$ cat src/rtl/store_drain_unit.sv
// Drains committed stores from the store buffer head, one at a time, to either the
// data-cache write port (cached) or a single-beat AXI write (uncached).
module store_drain_unit #(
  parameter int unsigned          AXI_ID_W  = 4,
  parameter logic [AXI_ID_W-1:0]  AXI_WR_ID = 4'd1,
  parameter int unsigned          CNT_W     = 32
) (
  input  logic                clk,
  input  logic                rst,
  // Store buffer head
  input  logic [31:0]         sb_store_data,
  input  logic [31:0]         sb_store_addr,
  input  logic [3:0]          sb_store_rwen,
  input  logic                sb_store_en,
  input  logic                sb_store_uncache,
  output logic                cache_is_busy,
  // Data-cache write port
  output logic                dc_wr_req,
  output logic [31:0]         dc_wr_addr,
  output logic [31:0]         dc_wr_data,
  output logic [3:0]          dc_wr_wstrb,
  input  logic                dc_wr_ack,
  // AXI write address
  output logic [AXI_ID_W-1:0] awid,
  output logic [31:0]         awaddr,
  output logic [7:0]          awlen,
  output logic [2:0]          awsize,
  output logic [1:0]          awburst,
  output logic                awvalid,
  input  logic                awready,
  // AXI write data
  output logic [31:0]         wdata,
  output logic [3:0]          wstrb,
  output logic                wlast,
  output logic                wvalid,
  input  logic                wready,
  // AXI write response
  input  logic [AXI_ID_W-1:0] bid,
  input  logic [1:0]          bresp,
  input  logic                bvalid,
  output logic                bready,
  // Status
  output logic                bus_err,
  output logic [CNT_W-1:0]    cached_cnt,
  output logic [CNT_W-1:0]    uncached_cnt
);

  typedef enum logic [1:0] {StIdle, StCWr, StUReq, StUResp} state_e;

  state_e           state_q, state_d;
  logic [31:0]      addr_q, addr_d;
  logic [31:0]      data_q, data_d;
  logic [3:0]       rwen_q, rwen_d;
  logic             aw_done_q, aw_done_d;
  logic             w_done_q, w_done_d;
  logic             bus_err_q, bus_err_d;
  logic [CNT_W-1:0] cached_cnt_q, cached_cnt_d;
  logic [CNT_W-1:0] uncached_cnt_q, uncached_cnt_d;

  logic [1:0]       off;
  logic             unused_bid;

  // The response ID is intentionally ignored: only one write is ever outstanding.
  assign unused_bid = ^bid;

  always_ff @(posedge clk) begin
    if (rst) begin
      state_q        <= StIdle;
      addr_q         <= '0;
      data_q         <= '0;
      rwen_q         <= '0;
      aw_done_q      <= 1'b0;
      w_done_q       <= 1'b0;
      bus_err_q      <= 1'b0;
      cached_cnt_q   <= '0;
      uncached_cnt_q <= '0;
    end else begin
      state_q        <= state_d;
      addr_q         <= addr_d;
      data_q         <= data_d;
      rwen_q         <= rwen_d;
      aw_done_q      <= aw_done_d;
      w_done_q       <= w_done_d;
      bus_err_q      <= bus_err_d;
      cached_cnt_q   <= cached_cnt_d;
      uncached_cnt_q <= uncached_cnt_d;
    end
  end

  always_comb begin
    state_d        = state_q;
    addr_d         = addr_q;
    data_d         = data_q;
    rwen_d         = rwen_q;
    aw_done_d      = aw_done_q;
    w_done_d       = w_done_q;
    bus_err_d      = bus_err_q;
    cached_cnt_d   = cached_cnt_q;
    uncached_cnt_d = uncached_cnt_q;

    unique case (state_q)
      StIdle: begin
        if (sb_store_en || sb_store_uncache) begin
          addr_d = sb_store_addr;
          data_d = sb_store_data;
          rwen_d = sb_store_rwen;
          // An empty byte mask retires as a no-op without touching memory.
          if (sb_store_rwen != 4'b0000) begin
            if (sb_store_uncache) begin
              state_d   = StUReq;
              aw_done_d = 1'b0;
              w_done_d  = 1'b0;
            end else begin
              state_d = StCWr;
            end
          end
        end
      end
      StCWr: begin
        if (dc_wr_ack) begin
          cached_cnt_d = cached_cnt_q + CNT_W'(1);
          state_d      = StIdle;
        end
      end
      StUReq: begin
        aw_done_d = aw_done_q | awready;
        w_done_d  = w_done_q | wready;
        if (aw_done_d && w_done_d) begin
          state_d = StUResp;
        end
      end
      StUResp: begin
        if (bvalid) begin
          uncached_cnt_d = uncached_cnt_q + CNT_W'(1);
          if (bresp != 2'b00) begin
            bus_err_d = 1'b1;
          end
          state_d = StIdle;
        end
      end
      default: state_d = StIdle;
    endcase
  end

  // Transfer size and low address bits follow from the byte-enable pattern.
  always_comb begin
    awsize = 3'd2;
    off    = 2'd0;
    case (rwen_q)
      4'b1111: begin awsize = 3'd2; off = 2'd0; end
      4'b0011: begin awsize = 3'd1; off = 2'd0; end
      4'b1100: begin awsize = 3'd1; off = 2'd2; end
      4'b0001: begin awsize = 3'd0; off = 2'd0; end
      4'b0010: begin awsize = 3'd0; off = 2'd1; end
      4'b0100: begin awsize = 3'd0; off = 2'd2; end
      4'b1000: begin awsize = 3'd0; off = 2'd3; end
      default: begin awsize = 3'd2; off = 2'd0; end
    endcase
  end

  assign cache_is_busy = (state_q != StIdle);

  assign dc_wr_req   = (state_q == StCWr);
  assign dc_wr_addr  = addr_q;
  assign dc_wr_data  = data_q;
  assign dc_wr_wstrb = rwen_q;

  assign awid    = AXI_WR_ID;
  assign awaddr  = {addr_q[31:2], off};
  assign awlen   = 8'd0;
  assign awburst = 2'b01;
  assign awvalid = (state_q == StUReq) && !aw_done_q;

  assign wdata  = data_q;
  assign wstrb  = rwen_q;
  assign wlast  = 1'b1;
  assign wvalid = (state_q == StUReq) && !w_done_q;

  assign bready = (state_q == StUResp);

  assign bus_err      = bus_err_q;
  assign cached_cnt   = cached_cnt_q;
  assign uncached_cnt = uncached_cnt_q;

endmodule

$ cat config.mk
export PLATFORM = sky130hd
export DESIGN_NAME = store_drain_unit
export DESIGN_NICKNAME = d
export VERILOG_FILES = /design/src/rtl/store_drain_unit.sv
export SDC_FILE = /design/constraint.sdc
export NUM_CORES = 1
export LEC_CHECK = 0
export BUFFER_PORTS_ARGS = -buffer_cell sky130_fd_sc_hd__buf_2
export CAP_MARGIN = 25
export CORE_AREA = 2 2 118 120
export DETAILED_ROUTE_END_ITERATION = 7
export DIE_AREA = 0 0 120 122
export PLACE_DENSITY = 0.81
export SLEW_MARGIN = 20
export SYNTH_ARGS = -nofsm -noshare
export SYNTH_HDL_FRONTEND = slang
export SYNTH_SLANG_ARGS = --single-unit
$ cat constraint.sdc
create_clock -name clk -period 2.7 [get_ports clk]
set_clock_uncertainty 0.15 [all_clocks]
set_input_delay 0 -clock clk [delete_from_list [all_inputs] [get_ports clk]]
set_output_delay 0 -clock clk [all_outputs]
set_load 0.01 [all_outputs]
=== Word level (Yosys, flattened, before mapping) ===
Cells that the tools add are included.

* Bits in registers: 137
* Word-level logic and storage cells: 62

* $add $sub $neg: 2
* Equality and inequality tests: 15
* Muxes and demuxes: 14
* Bitwise gates (word level): 2
* Reductions and logical operators: 20

{| class="wikitable"
|+ Operators by type and width
! cell !! number
|-
| $add 32x1->32 const B || 2
|-
| $mux 2 || 6
|-
| $ne 2x2->1 const B || 5
|-
| $eq 4x2->1 const B || 2
|-
| $eq 4x4->1 const B || 2
|-
| $pmux 2 s4 || 1
|-
| $pmux 2 s3 || 1
|-
| $reduce_and 2->1 || 3
|-
| $reduce_bool 2->1 || 3
|-
| $reduce_and 5->1 || 1
|-
| $eq 2x2->1 const B || 2
|-
| $eq 4x1->1 const B || 1
|-
| $eq 4x3->1 const B || 1
|-
| $pmux 1 s2 || 2
|-
| $pmux 2 s2 || 1
|-
| $reduce_and 4->1 || 1
|-
| $reduce_bool 4->1 || 1
|-
| $reduce_or 2->1 || 2
|-
| $reduce_or 4->1 || 1
|-
| $logic_and 1x1->1 || 3
|-
| $mux 1 || 3
|-
| $reduce_and 3->1 || 1
|-
| $eq 2x1->1 const B || 1
|-
| $logic_not 1->1 || 2
|-
| other kinds (4) || 5
|}

=== Longest topological paths before layout ===
* Depth after elaboration: 4
* Depth in mapped cells: 7
* Depth with buffers taken out: 6

=== Least setup slack after synthesis ===
OpenSTA, ideal clock, no wires.

* Kind: register -> register
* Start point: register cached_cnt_q[4] (netlist: cached_cnt[4])
* End point: register cached_cnt_q[31] (netlist: cached_cnt[31])
* Setup time: 0.121 ns
* Data arrival time: 1.676 ns
* Data required time: 2.429 ns
* Path slack: 0.753 ns
* Cell stages (with the launch flop): 6
* Path buffers: 0
* Clock period less this slack: 1.947 ns
* Cells stage by stage: dfxtp_1 > and4_4 > nand4_4 > nor4_4 > nand3_2 > mux2_4

* Longest elaborated chain between the ends: 1

{| class="wikitable"
|+ Ends and longest elaborated chain
! element !! RTL line !! RTL
|-
| start, declared || 57 || <nowiki>logic [CNT_W-1:0] cached_cnt_q, cached_cnt_d;</nowiki>
|-
| start signal, assigned || 85 || <nowiki>cached_cnt_q <= cached_cnt_d;</nowiki>
|-
| $add 32x1->32 || 121 || <nowiki>cached_cnt_d = cached_cnt_q + CNT_W'(1);</nowiki>
|}

Every way passes these cells.
A chain may end at the register's enable or synchronous reset.

=== Final worst setup path ===
* Start point: register state_q[1]
* End point: register addr_q[3] (netlist: dc_wr_addr[3])

* Longest elaborated chain between the ends: 2

{| class="wikitable"
|+ Ends and longest elaborated chain
! element !! RTL line !! RTL
|-
| start, declared || 50 || <nowiki>state_e state_q, state_d;</nowiki>
|-
| start signal, assigned || 68 || <nowiki>state_q <= StIdle;</nowiki>
|-
| start signal, assigned || 78 || <nowiki>state_q <= state_d;</nowiki>
|-
| $logic_not 2->1 || 101 || <nowiki>unique case (state_q)</nowiki>
|-
| $reduce_and 2->1 (no line) || n/a ||
|-
| end signal, assigned || 79 || <nowiki>addr_q <= addr_d;</nowiki>
|-
| end, declared || 51 || <nowiki>logic [31:0] addr_q, addr_d;</nowiki>
|}

Every way passes these cells.

==> flow_results.xml <==
<?xml version="1.0" encoding="UTF-8"?>
<metrics>
  <group name="critical_path">
    <metric name="timing.rr.start" unit="">state_q[1]</metric>
    <metric name="critPathArrivalTime" unit="ns">2.71</metric>
    <metric name="cp-start-kind" unit="">register</metric>
    <metric name="reg2reg_depth" unit="">6</metric>
    <metric name="cp.required" unit="ns">2.85</metric>
    <metric name="crit_start" unit="">state_q[1]</metric>
    <metric name="worstPathMaxFanout" unit="">68</metric>
    <metric name="timing.reg2reg.setup_slack" unit="ns">0.14</metric>
    <metric name="critPathCaptureType" unit="">register</metric>
    <metric name="r2r-end" unit="">dc_wr_addr[3]</metric>
    <metric name="timing_worst_setup_path_type" unit="">register to register</metric>
  </group>
  <group name="finish">
    <metric name="drive_gt1_share" unit="%">32.6</metric>
    <metric name="num-fill-cells" unit="">1117</metric>
    <metric name="commonest_cells_after_routing_fill_and_taps_aside" unit="">buf_2, nand2_1, dfxtp_1</metric>
    <metric name="insertedDiodeCount" unit="">0</metric>
    <metric name="layout.cells.most_common" unit="">buf_2</metric>
    <metric name="postLayoutCoreUtil" unit="%">64.3</metric>
    <metric name="area.growth.synth_to_final" unit="%">40.0</metric>
    <metric name="design.final.nets" unit="">1127</metric>
  </group>
  <group name="hold_path">
    <metric name="hold_path_startpoint" unit="">sb_store_uncache</metric>
    <metric name="hold-path-endpoint" unit="">dc_wr_addr[30]</metric>
    <metric name="worst_hold_class" unit="">input port to register</metric>
    <metric name="hold-path-cell-count" unit="">5</metric>
  </group>
  <group name="timing">
    <metric name="final_min_period_over_clock_period" unit="%">94.8</metric>
    <metric name="total_negative_setup_slacks" unit="ns">0</metric>
    <metric name="timing.slew.headroom" unit="%">60.2</metric>
    <metric name="fmax" unit="GHz">0.391</metric>
    <metric name="final_setup_viols" unit="">0</metric>
    <metric name="whs" unit="ns">0.0389</metric>
    <metric name="final-hold-violation-count" unit="">0</metric>
    <metric name="timing_max_transition_violations_final" unit="">0</metric>
    <metric name="worst_pin_slew" unit="ns">0.591</metric>
    <metric name="timing.final.crit_period" unit="ns">2.56</metric>
    <metric name="grt_setup_unrepaired" unit="">no</metric>
  </group>
  <group name="floorplanning">
    <metric name="dieArea" unit="mm²">0.0146</metric>
    <metric name="area_of_the_core" unit="mm²">0.0135</metric>
    <metric name="boundaryPins" unit="">306</metric>
    <metric name="die_y" unit="µm">122</metric>
    <metric name="fp.dieW" unit="µm">120</metric>
    <metric name="initial_cell_density_of_the_core" unit="%">46.0</metric>
    <metric name="row_cnt" unit="">43</metric>
  </group>
  <group name="synthesis">
    <metric name="post_synth_instance_area" unit="mm²">0.00621</metric>
    <metric name="async_flop_share" unit="%">0</metric>
    <metric name="synth.yosys.warnings" unit="">0</metric>
    <metric name="synth.distinct_cells" unit="">46</metric>
    <metric name="primary_flip_flop_cell_chosen_by_synthesis_mapping" unit="">dfxtp_1</metric>
    <metric name="flop_and_latch_count_out_of_synthesis" unit="">137</metric>
    <metric name="synth.avg_cell_area" unit="µm²">8.22</metric>
    <metric name="postSynthCellCount" unit="">755</metric>
    <metric name="synth-edff-count" unit="">0</metric>
    <metric name="synth.yosys.seq_area_share" unit="%">44.2</metric>
  </group>
  <group name="routing">
    <metric name="detail_route.first_pass.iterations" unit="">4</metric>
    <metric name="dr_total_vias" unit="">6166</metric>
    <metric name="drc" unit="">0</metric>
    <metric name="drtAntennaViolNets" unit="">0</metric>
    <metric name="detail_route.vias_per_cell" unit="">4.99</metric>
    <metric name="drt-initial-drc-count" unit="">442</metric>
    <metric name="final_wirelength" unit="mm">18.2</metric>
    <metric name="routedWlPerCell" unit="µm">14.7</metric>
  </group>
  <group name="clocking">
    <metric name="tritoncts" unit="">yes</metric>
    <metric name="cts_inserted_buffers" unit="">17</metric>
    <metric name="clock_input_transition_at_the_sequential_cells_of_the_worst_setup_and_hold_paths" unit="ns">0.06</metric>
    <metric name="h_tree_levels" unit="">4</metric>
    <metric name="cts-root-buf" unit="">clkbuf_16</metric>
    <metric name="worstSkewPairLatency" unit="ns">0.41</metric>
    <metric name="number_of_clock_sinks" unit="">137</metric>
    <metric name="max-clock-path-buffers" unit="">2</metric>
  </group>
  <group name="pwr">
    <metric name="lkg_pwr" unit="nW">4.14</metric>
    <metric name="vdd.ir_drop.worst" unit="V">0.000410</metric>
    <metric name="finalPower" unit="W">0.00545</metric>
    <metric name="power_density" unit="mW/mm²">627</metric>
  </group>
  <group name="run_status">
    <metric name="result_of_the_run" unit="">finished clean</metric>
  </group>
  <group name="placed_design">
    <metric name="port_buffers" unit="">285</metric>
    <metric name="place.detailed.hpwl" unit="mm">11.4</metric>
    <metric name="gpl.final_weighted_congestion" unit="">0.769</metric>
  </group>
  <group name="grt">
    <metric name="grt_start_max_net_pins" unit="">69</metric>
    <metric name="grt_first_pass_wirelength" unit="mm">28.0</metric>
    <metric name="grt.overflow.total" unit="">0</metric>
    <metric name="initial_antenna_violation_count" unit="">0</metric>
    <metric name="grt_util_all_layers" unit="%">23.9</metric>
    <metric name="grt_pass1_vias" unit="">5700</metric>
  </group>
  <group name="flow_run">
    <metric name="max_cap_viol_count" unit="">0</metric>
  </group>
</metrics>
-- cell usage after synthesis (2+ instances only) --
master    instances  area share, %
a21bo_2           3           0.48
a21oi_1          83            6.7
and2_1            5           0.50
and3_1            9           0.91
and4_1            9            1.3
and4_4            2           0.36
buf_2             8           0.65
buf_4            83             10
clkbuf_1         27            1.6
conb_1            2           0.12
dfxtp_1         137             44
ha_1              2           0.40
inv_1             5           0.30
nand2_1         161            9.7
nand2b_1          3           0.30
nand3_1          23            1.9
nand3b_1          4           0.48
nand4_1          17            1.7
nand4_4           2           0.69
nor2_1           68            4.1
nor2b_1           4           0.40
nor3_1            8           0.65
nor4_1            5           0.50
nor4_4            2           0.69
o21ai_0           4           0.32
o31ai_1           3           0.36
or2_2             3           0.30
or4_1             4           0.48
xnor2_1          22            3.1
xor2_1           31            4.4
-- how the worst max path moves through the flow --
stage | endpoint | slack, ns | depth (start not counted)
final | dc_wr_addr[3] | 0.14 | 6
after global routing | dc_wr_addr[3] | 0.04 | 6
after CTS | dc_wr_addr[3] | 0.11 | 6
after detailed placement | uncached_cnt[22] | 0.55 | 5
after global placement | uncached_cnt[30] | 0.59 | 5
after floorplan | cached_cnt[31] | 0.75 | 5
-- logic make-up (layout without fill, tap and decap cells) --
family | count (synthesis) | count (layout) | synth area share (%)
buffers and inverters | 124 | 411 | 12.7
DFF | 137 | 137 | 44.2
other | 2 | 16 | 0.121
AOI/OAI and AO/OA | 97 | 97 | 8.39
and+or+nand+nor | 338 | 338 | 26.3
xor gates and xnor gates | 53 | 53 | 7.48
muxes | 2 | 2 | 0.423
adders and majority gates | 2 | 2 | 0.403
-- per-layer routing --
metal  track usage [%]  routed length (µm)  vias up
met3              6.04                1100       23
met4              8.75                 289        0
li1                  -                   -     2979
met2              40.8                9200      250
met1              29.3                7620     2914
met5                 0                   0        -
-- registers in the layout, summed over array words and instances (netlist names) --
register      flops
cached_cnt       32
dc_wr_addr       32
dc_wr_data       32
uncached_cnt     32
dc_wr_wstrb       4
state_q           2
aw_done_q         1
bus_err           1
w_done_q          1
-- what timing repair did --
| item | CTS | global route |
|---|---|---|
| buffers inserted | 0 | 0 |
| endpoints found under the hold margin | 111 | 0 |
| resized for setup | 0 | 1 |
| endpoints found under the setup margin | 0 | 1 |
| hold buffers | 83 | 0 |
-- report_power, final --
group	internal, W	leakage, nW	switching [W]
clock	0.00158	0.309	0.000869
combinational	0.000345	2.72	0.000444
sequential	0.00212	1.12	0.0000938
-- area by class of cell --
class	count	area, µm²	area share [%]
Sequential cell	137	2740	31.6
Clock buffer	22	494	5.69
Tap cell	180	225	2.59
Inverter	5	18.8	0.216
Clock inverter	10	138	1.58
Multi-Input combinational cell	508	2740	31.5
Timing Repair Buffer	374	2330	26.9
-- through the flow --
stage / area (µm²) / instances / setup slack, ns
finish: 8690 / 1236 / 0.139
global route: 8690 / 1236 / 0.0390
CTS: 8680 / 1236 / 0.111
detailed placement: 7220 / 1121 / 0.551
global placement: 7220 / 1121 / 0.593
floorplan: 6260 / 769 / 0.753
-- critical path, cell delays in order, from the launching register on --
cell,delay [ns]
dfxtp_1,0.46
or2_2,0.42
or2_2,0.32
buf_6,0.25
nand2_1,0.14
a21oi_1,0.07
dlygate4sd3_1,0.59
Note: power is estimated with default switching activity, not from simulation.
